==> src/rtl/psp_arb_pkg.sv <==
// Shared types and constants for the PSP memory arbiter.
package psp_arb_pkg;

    localparam int unsigned MAX_PORTS   = 8;
    localparam int unsigned MAX_LATENCY = 4;

    // Port-id width: clog2(n), never narrower than one bit.
    function automatic int unsigned port_id_w(input int unsigned n);
        return (n > 1) ? 32'($clog2(n)) : 32'd1;
    endfunction

    localparam int unsigned MAX_ID_W = port_id_w(MAX_PORTS);

    typedef struct packed {
        logic                valid;
        logic [MAX_ID_W-1:0] port;
        logic                we;
    } inflight_t;

endpackage

==> src/rtl/psp_rr_arbiter.sv <==
// Single-grant arbiter: round-robin by default, lowest-index-wins when
// PSP_ARB_FIXED_PRIORITY_EN is defined (rr_ptr then does not exist).
module psp_rr_arbiter
    import psp_arb_pkg::*;
#(
    parameter int unsigned NUM_PORTS = 2
) (
    input  logic                            clk,
    input  logic                            reset,
    input  logic [NUM_PORTS-1:0]            valid,
    output logic [NUM_PORTS-1:0]            grant,
    output logic [port_id_w(NUM_PORTS)-1:0] grant_id,
    output logic                            grant_any
);
    localparam int unsigned PW = port_id_w(NUM_PORTS);

    assign grant = grant_any ? (NUM_PORTS'(1) << grant_id) : '0;

`ifdef PSP_ARB_FIXED_PRIORITY_EN
    logic unused_ok;
    assign unused_ok = clk ^ reset;

    always_comb begin
        grant_any = 1'b0;
        grant_id  = '0;
        for (int unsigned i = 0; i < NUM_PORTS; i++) begin
            if (!grant_any && valid[i]) begin
                grant_any = 1'b1;
                grant_id  = PW'(i);
            end
        end
    end
`else
    logic [PW-1:0] rr_ptr;

    // (base + off) mod NUM_PORTS, with off < NUM_PORTS
    function automatic logic [PW-1:0] rot_idx(input logic [PW-1:0] base,
                                              input int unsigned off);
        int unsigned s;
        s = 32'(base) + off;
        if (s >= NUM_PORTS) s = s - NUM_PORTS;
        return PW'(s);
    endfunction

    // Search starts at rr_ptr and wraps past the last port.
    always_comb begin
        grant_any = 1'b0;
        grant_id  = '0;
        for (int unsigned i = 0; i < NUM_PORTS; i++) begin
            if (!grant_any && valid[rot_idx(rr_ptr, i)]) begin
                grant_any = 1'b1;
                grant_id  = rot_idx(rr_ptr, i);
            end
        end
    end

    // With one port the wrap keeps the pointer at zero.
    always_ff @(posedge clk or posedge reset) begin
        if (reset) begin
            rr_ptr <= '0;
        end else if (grant_any) begin
            rr_ptr <= rot_idx(grant_id, 1);
        end
    end
`endif

endmodule

==> src/rtl/psp_mem_arbiter.sv <==
// N-port arbiter onto a single memory with a fixed read latency.
// Optional build macro: PSP_ARB_FIXED_PRIORITY_EN (fixed priority instead of round-robin).
module psp_mem_arbiter
    import psp_arb_pkg::*;
#(
    parameter int unsigned NUM_PORTS   = 2,
    parameter int unsigned ADDR_W      = 32,
    parameter int unsigned DATA_W      = 32,
    parameter int unsigned MEM_LATENCY = 1
) (
    input  logic                             clk,
    input  logic                             reset,
    input  logic [NUM_PORTS-1:0]             req_valid,
    output logic [NUM_PORTS-1:0]             req_ready,
    input  logic [NUM_PORTS-1:0][ADDR_W-1:0] req_addr,
    input  logic [NUM_PORTS-1:0][DATA_W-1:0] req_wdata,
    input  logic [NUM_PORTS-1:0]             req_we,
    output logic [NUM_PORTS-1:0]             rsp_valid,
    output logic [DATA_W-1:0]                rsp_rdata,
    output logic [ADDR_W-1:0]                mem_addr,
    output logic [DATA_W-1:0]                mem_data_i,
    input  logic [DATA_W-1:0]                mem_data_o,
    output logic                             mem_data_en,
    output logic                             mem_write_en
);
    localparam int unsigned PW = port_id_w(NUM_PORTS);

    if (NUM_PORTS < 1 || NUM_PORTS > MAX_PORTS ||
        MEM_LATENCY < 1 || MEM_LATENCY > MAX_LATENCY) begin : g_bad_param
        $error("psp_mem_arbiter: NUM_PORTS or MEM_LATENCY out of range");
    end

    logic [NUM_PORTS-1:0] live_valid;
    logic [PW-1:0]        grant_id;
    logic                 grant_any;
    inflight_t            pipe [MEM_LATENCY];
    inflight_t            tail;

    // Reset masks requests so no grant or memory strobe escapes while held.
    assign live_valid = reset ? '0 : req_valid;

    psp_rr_arbiter #(
        .NUM_PORTS (NUM_PORTS)
    ) u_arb (
        .clk       (clk),
        .reset     (reset),
        .valid     (live_valid),
        .grant     (req_ready),
        .grant_id  (grant_id),
        .grant_any (grant_any)
    );

    // Winner's request goes straight to memory in the grant cycle.
    always_comb begin
        mem_data_en  = grant_any;
        mem_write_en = 1'b0;
        mem_addr     = '0;
        mem_data_i   = '0;
        if (grant_any) begin
            mem_write_en = req_we[grant_id];
            mem_addr     = req_addr[grant_id];
            mem_data_i   = req_wdata[grant_id];
        end
    end

    // In-flight tracker, one stage per cycle of memory latency.
    always_ff @(posedge clk or posedge reset) begin
        if (reset) begin
            for (int unsigned i = 0; i < MEM_LATENCY; i++) begin
                pipe[i] <= '0;
            end
        end else begin
            pipe[0].valid <= grant_any;
            pipe[0].port  <= MAX_ID_W'(grant_id);
            pipe[0].we    <= mem_write_en;
            for (int unsigned i = 1; i < MEM_LATENCY; i++) begin
                pipe[i] <= pipe[i-1];
            end
        end
    end

    assign tail      = pipe[MEM_LATENCY-1];
    assign rsp_valid = tail.valid ? (NUM_PORTS'(1) << tail.port) : '0;
    assign rsp_rdata = (tail.valid && !tail.we) ? mem_data_o : '0;

endmodule
==> config.mk <==
export PLATFORM = sky130hd
export DESIGN_NAME = psp_mem_arbiter
export DESIGN_NICKNAME = d
export VERILOG_FILES = /design/src/rtl/psp_arb_pkg.sv /design/src/rtl/psp_rr_arbiter.sv /design/src/rtl/psp_mem_arbiter.sv
export SDC_FILE = /design/constraint.sdc
export NUM_CORES = 1
export LEC_CHECK = 0
export CORE_AREA = 2 2 103 105
export CTS_CLUSTER_DIAMETER = 80
export DETAILED_ROUTE_END_ITERATION = 16
export DIE_AREA = 0 0 105 107
export GPL_ROUTABILITY_DRIVEN = 0
export GPL_TIMING_DRIVEN = 0
export PLACE_DENSITY_LB_ADDON = 0.3
export SYNTH_ARGS = -nofsm -noshare
export SYNTH_HDL_FRONTEND = slang
export SYNTH_SLANG_ARGS = --single-unit
==> constraint.sdc <==
create_clock -name clk -period 2.3 [get_ports clk]
set_clock_uncertainty 0.1 [all_clocks]
set_input_delay 0.69 -clock clk [delete_from_list [all_inputs] [get_ports clk]]
set_output_delay 0.69 -clock clk [all_outputs]
set_load 0.03 [all_outputs]
==> Word-level counts from Yosys, hierarchy flattened <==
Index checks and enable logic that the tools add are counted.
{ "totals": {"register_bits": 4, "in_bits": 166, "output_inout_bits": 102} }
{ "op_classes": {"add_sub_neg": 5, "magnitude_cmp": 6, "shifts": 2, "muxes": 24, "reduce_logical": 4} }
{ "op_table": {"columns": ["cell", "n"], "rows": [
  ["$mux 32", 7],
  ["$mux 1", 14],
  ["$lt 1x2->1 const B", 3],
  ["$mux 2", 3],
  ["$add 1x1->2 const B", 2],
  ["$ge 2x2->1 const B", 2],
  ["$shl 1x1->2 const A", 2],
  ["$sub 1x1->1 const B", 3],
  ["$ge 1x2->1 const B", 1],
  ["$logic_and 1x1->1", 2],
  ["$logic_not 1->1", 2]
]} }

==> Longest topological paths before layout <==
{ "depth": {"depth_word": 11, "depth_mapped": 6, "ltp_nobuf": 3} }

==> Cells and area by module <==
From an unflattened synthesis, not the netlist that was laid out.
{ "unflattened": {"cells_unflattened": 197, "area_unflattened_um2": 1606.5} }
{ "modules_own_cells": {"columns": ["mod", "instances", "cells_per_inst", "area_per_inst_um2", "seq_area_each_um2"], "rows": [
  ["psp_mem_arbiter", 1, 188, 1526.5, 75.1],
  ["psp_rr_arbiter", 1, 9, 80.1, 25.0]
]} }

==> Least setup slack after synthesis <==
Ideal clock, no wire load.
{ "synth_path": {"path_kind": "input -> output", "start": "input port req_valid[1]", "end": "output port mem_addr[11]", "arrival_ps": 1733, "required_time_ps": 1510, "path_slack_ps": -223, "stages": 6, "path_cell_list": "buf_2 > a21boi_2 > buf_6 > buf_6 > a32oi_1 > nor2_1"} }
{ "synth_between": {"elab_chain_cells": 10, "elab_cells_between_ends": 14, "classes_between": "mux (12); reduce/logical (2)"} }
{ "synth_lines": {"columns": ["element", "line_no", "rtl"], "rows": [
  ["start, declared", "psp_mem_arbiter.sv:13", "input logic [NUM_PORTS-1:0] req_valid,"],
  ["$mux 2 (*)", "psp_mem_arbiter.sv:40", "assign live_valid = reset ? '0 : req_valid;"],
  ["$mux 1 (not written as such) (2 in a row)", "psp_rr_arbiter.sv:50", "if (!grant_any && valid[rot_idx(rr_ptr, i)]) begin"],
  ["$mux 1", "psp_rr_arbiter.sv:50", null],
  ["$logic_not 1->1", "psp_rr_arbiter.sv:50", null],
  ["$logic_and 1x1->1", "psp_rr_arbiter.sv:50", null],
  ["$mux 1", "psp_rr_arbiter.sv:50", null],
  ["$mux 32 (not written as such) (2 in a row)", "psp_mem_arbiter.sv:61", "mem_addr = req_addr[grant_id];"],
  ["$mux 32 (*)", "psp_mem_arbiter.sv:59", "if (grant_any) begin"],
  ["end, declared", "psp_mem_arbiter.sv:20", "output logic [ADDR_W-1:0] mem_addr,"]
]} }
Every way passes the cells marked *; elsewhere a longest branch is shown, timed or not. The select of a mux whose other input is x is not followed.

==> Final worst setup path <==
{ "layout_path": {"start": "input port req_valid[0]", "end": "output port mem_addr[17]"} }
The elaborated chain is that of the path after synthesis.

==> impl_metrics.toml <==
[status]
status = "complete, but fails checks"
violations = "setup timing"

[die]
die_x_um = 105
dieArea_mm2 = 0.0112
coreArea_mm2 = 0.0101
chipHeight_um = 107
ios = 268
rows = 37
start_util = 0.136

[timing]
fin_crit_sh = 1.07
max_freq_ghz = 0.406
whs_ns = 0.311
min_period_ns = 2.46
rsz0062_at_grt = "true"
relSlewSlack = 0.787
hold_violations = 0
fin_ws_ns = -0.164
tightest_slew_ns = 0.319
setup_violations = 66
drv_slew = 0

[placed_design]
dp_hpwl_mm = 8.37
dpl.cell_count = 613
io_buffers = 266
pre_cts_slack_ns = -1.38
placed_area_mm2 = 0.00439

[yosys]
syn_area_mm2 = 0.00138
yosysSeqAreaShare = 0.0727
ys_ff_latch = 4
synthArstFlopShare = 1.00
yosysTopAreaCell = "a32oi_1"
syn_nets = 377
postSynthCellCount = 211
synth-edff-count = 0
synth_top_area_share = 0.413
synthTopCellsByArea = "a32oi_1, nor2_1, and2_1"
yosys_warnings = 0
netlist_top_cells_count = "nor2_1, a32oi_1, and2_1"
syn_area_per_cell_um2 = 6.53
yosysMostFrequentCell = "nor2_1"
synth_cell_types = 16
synth_flop_cell = "dfrtp_1"

[clocking]
cts_tree = "done"
clk_latency_ns = 0.22
ctsHoldBuffers = 0
clk_pin_slew_ns = 0.03
root_buffer = "clkbuf_8"
clock_sinks = 4
clock_path_buffers = 2
numCtsBuffers = 3
htree_levels = 1

[layout]
synthToLayoutAreaGrowth_pct = 261
finalNonFillerCells = 628
antennaDiodeCount = 0
drive_gt1_frac = 0.543
final_area_mm2 = 0.00498
fillers = 989
num-nets-final = 660

[drt]
drc = 0
drt-total-wl_mm = 10.7
wl_met2_mm = 5.80
drtIter0Drc = 81
highest_layer = "met4"
vias_per_cell = 4.60
dr_total_vias = 2888
wl_met1_mm = 3.81
dr.pass1.iters = 4
postRouteAntennaNets = 0
wl_per_cell_um = 17.0
wl_met3_um = 881

[setup_path]
crit_path_start_kind = "input port"
required_ns = 1.51
crit_family = "buffers and inverters"
crit_path_end_kind = "primary output"
critPathArrivalTime_ns = 1.67
critPathMaxFanout = 8
worst-path-buf-inv = 4
crit_path_cell_trace = "buf_12 > a21boi_4 > buf_12 > buf_8 > a32oi_2 > nor2_2 > buf_6"
critPathMaxStageDelay_ns = 0.22
path_class = "input port to primary output"
critical-path-slowest-cell = "a21boi_4"
crit_path_frequent_cell = "buf_12"

[power_and_ir_drop]
power.leakage_nw = 2.00
ir_drop_uv = 141
power_density_mw_per_mm2 = 324

[hold_path]
worstHoldPathType = "input port to asynchronous set/reset pin"

[global_routing]
track_usage = 0.173
antenna_found_initial = 0
grt_pass1_wl_mm = 15.8
grt_overflow = 0
grt_pass1_vias = 3032
grt_start_max_net_pins = 11

[flow_run]
drv_cap = 0
## flip-flops by register name, summed over array words and instances, names as in the netlist
signal	flops
u_arb.rr_ptr	1
pipe	3
## path summary, 6_finish.rpt
path | start | to | slack, ns | cells after the start
max in group asynchronous | reset | u_arb.rr_ptr$_DFFE_PP0P_ | 1.63 | 2
max reg2reg | u_arb.rr_ptr$_DFFE_PP0P_ | pipe[0]$_DFF_PP0_ | 0.86 | 5
max | req_valid[0] | mem_addr[17] | -0.16 | 7
min in group clk | u_arb.rr_ptr$_DFFE_PP0P_ | u_arb.rr_ptr$_DFFE_PP0P_ | 0.46 | 1
min | reset | pipe[1]$_DFF_PP0_ | 0.31 | 2
min reg2reg | u_arb.rr_ptr$_DFFE_PP0P_ | u_arb.rr_ptr$_DFFE_PP0P_ | 0.46 | 1
## cells by family (layout without fill, tap and decap cells)
kind of cell           after synthesis  in the layout  synth area share
flip-flops                           4              4            0.0727
AND/OR/NAND/NOR                    106            106             0.365
AO/OA/AOI/OAI                       68             68             0.430
buffers and inverters               33            314             0.133
## per-layer routing
metal	GRT usage	vias to the layer above
li1	-	1375
met1	0.179	1327
met2	0.344	171
met3	0.0444	15
met4	0.0448	0
met5	0	-
## stage by stage
stage	utilization	total power, mW	setup TNS (ns)
after CTS	0.470	1.55	-7.33
final	0.493	1.61	-7.68
after global routing	0.493	1.70	-11.27
after floorplan	-	0.666	-2.51
after detailed placement	0.435	1.26	-100.65
after global placement	0.435	1.24	-99.92
## report_power, final
group          internal [mW]  total (mW)  switching (mW)
combinational          0.704        1.37           0.671
clock                  0.112       0.150          0.0387
sequential            0.0786      0.0873         0.00872
total                  0.894        1.61           0.718
## cell type report
class | count | area (um^2) | share of cell area
inverters | 1 | 3.75 | 0.000754
repair buffers | 278 | 2690 | 0.539
flip-flops and latches | 4 | 101 | 0.0204
plain buffers | 32 | 359 | 0.0721
multi-input cells | 174 | 1620 | 0.325
well taps | 136 | 170 | 0.0342
clock buffers | 3 | 41.3 | 0.00829
## cell usage in the layout (no fill, tap or decap), types with 2 or more instances in the layout
| master | instances |
|---|---|
| dlymetal6s2s_1 | 2 |
| and2_1 | 33 |
| buf_4 | 21 |
| buf_8 | 5 |
| clkbuf_8 | 6 |
| buf_6 | 63 |
| a32oi_1 | 20 |
| dlygate4sd2_1 | 2 |
| a32oi_2 | 45 |
| and3_1 | 2 |
| dfrtp_1 | 3 |
| buf_2 | 32 |
| clkbuf_2 | 8 |
| nor2_2 | 66 |
| buf_12 | 6 |
| clkdlybuf4s50_1 | 160 |
| clkbuf_4 | 6 |
## repair_timing
action                     4_1_cts  5_1_grt
pin swaps                       17        8
gates resized for setup        716       40
setup endpoints to repair      100       70
gates cloned                     3        1
buffers inserted                 2        6
Power figures use the tool's default switching activity.
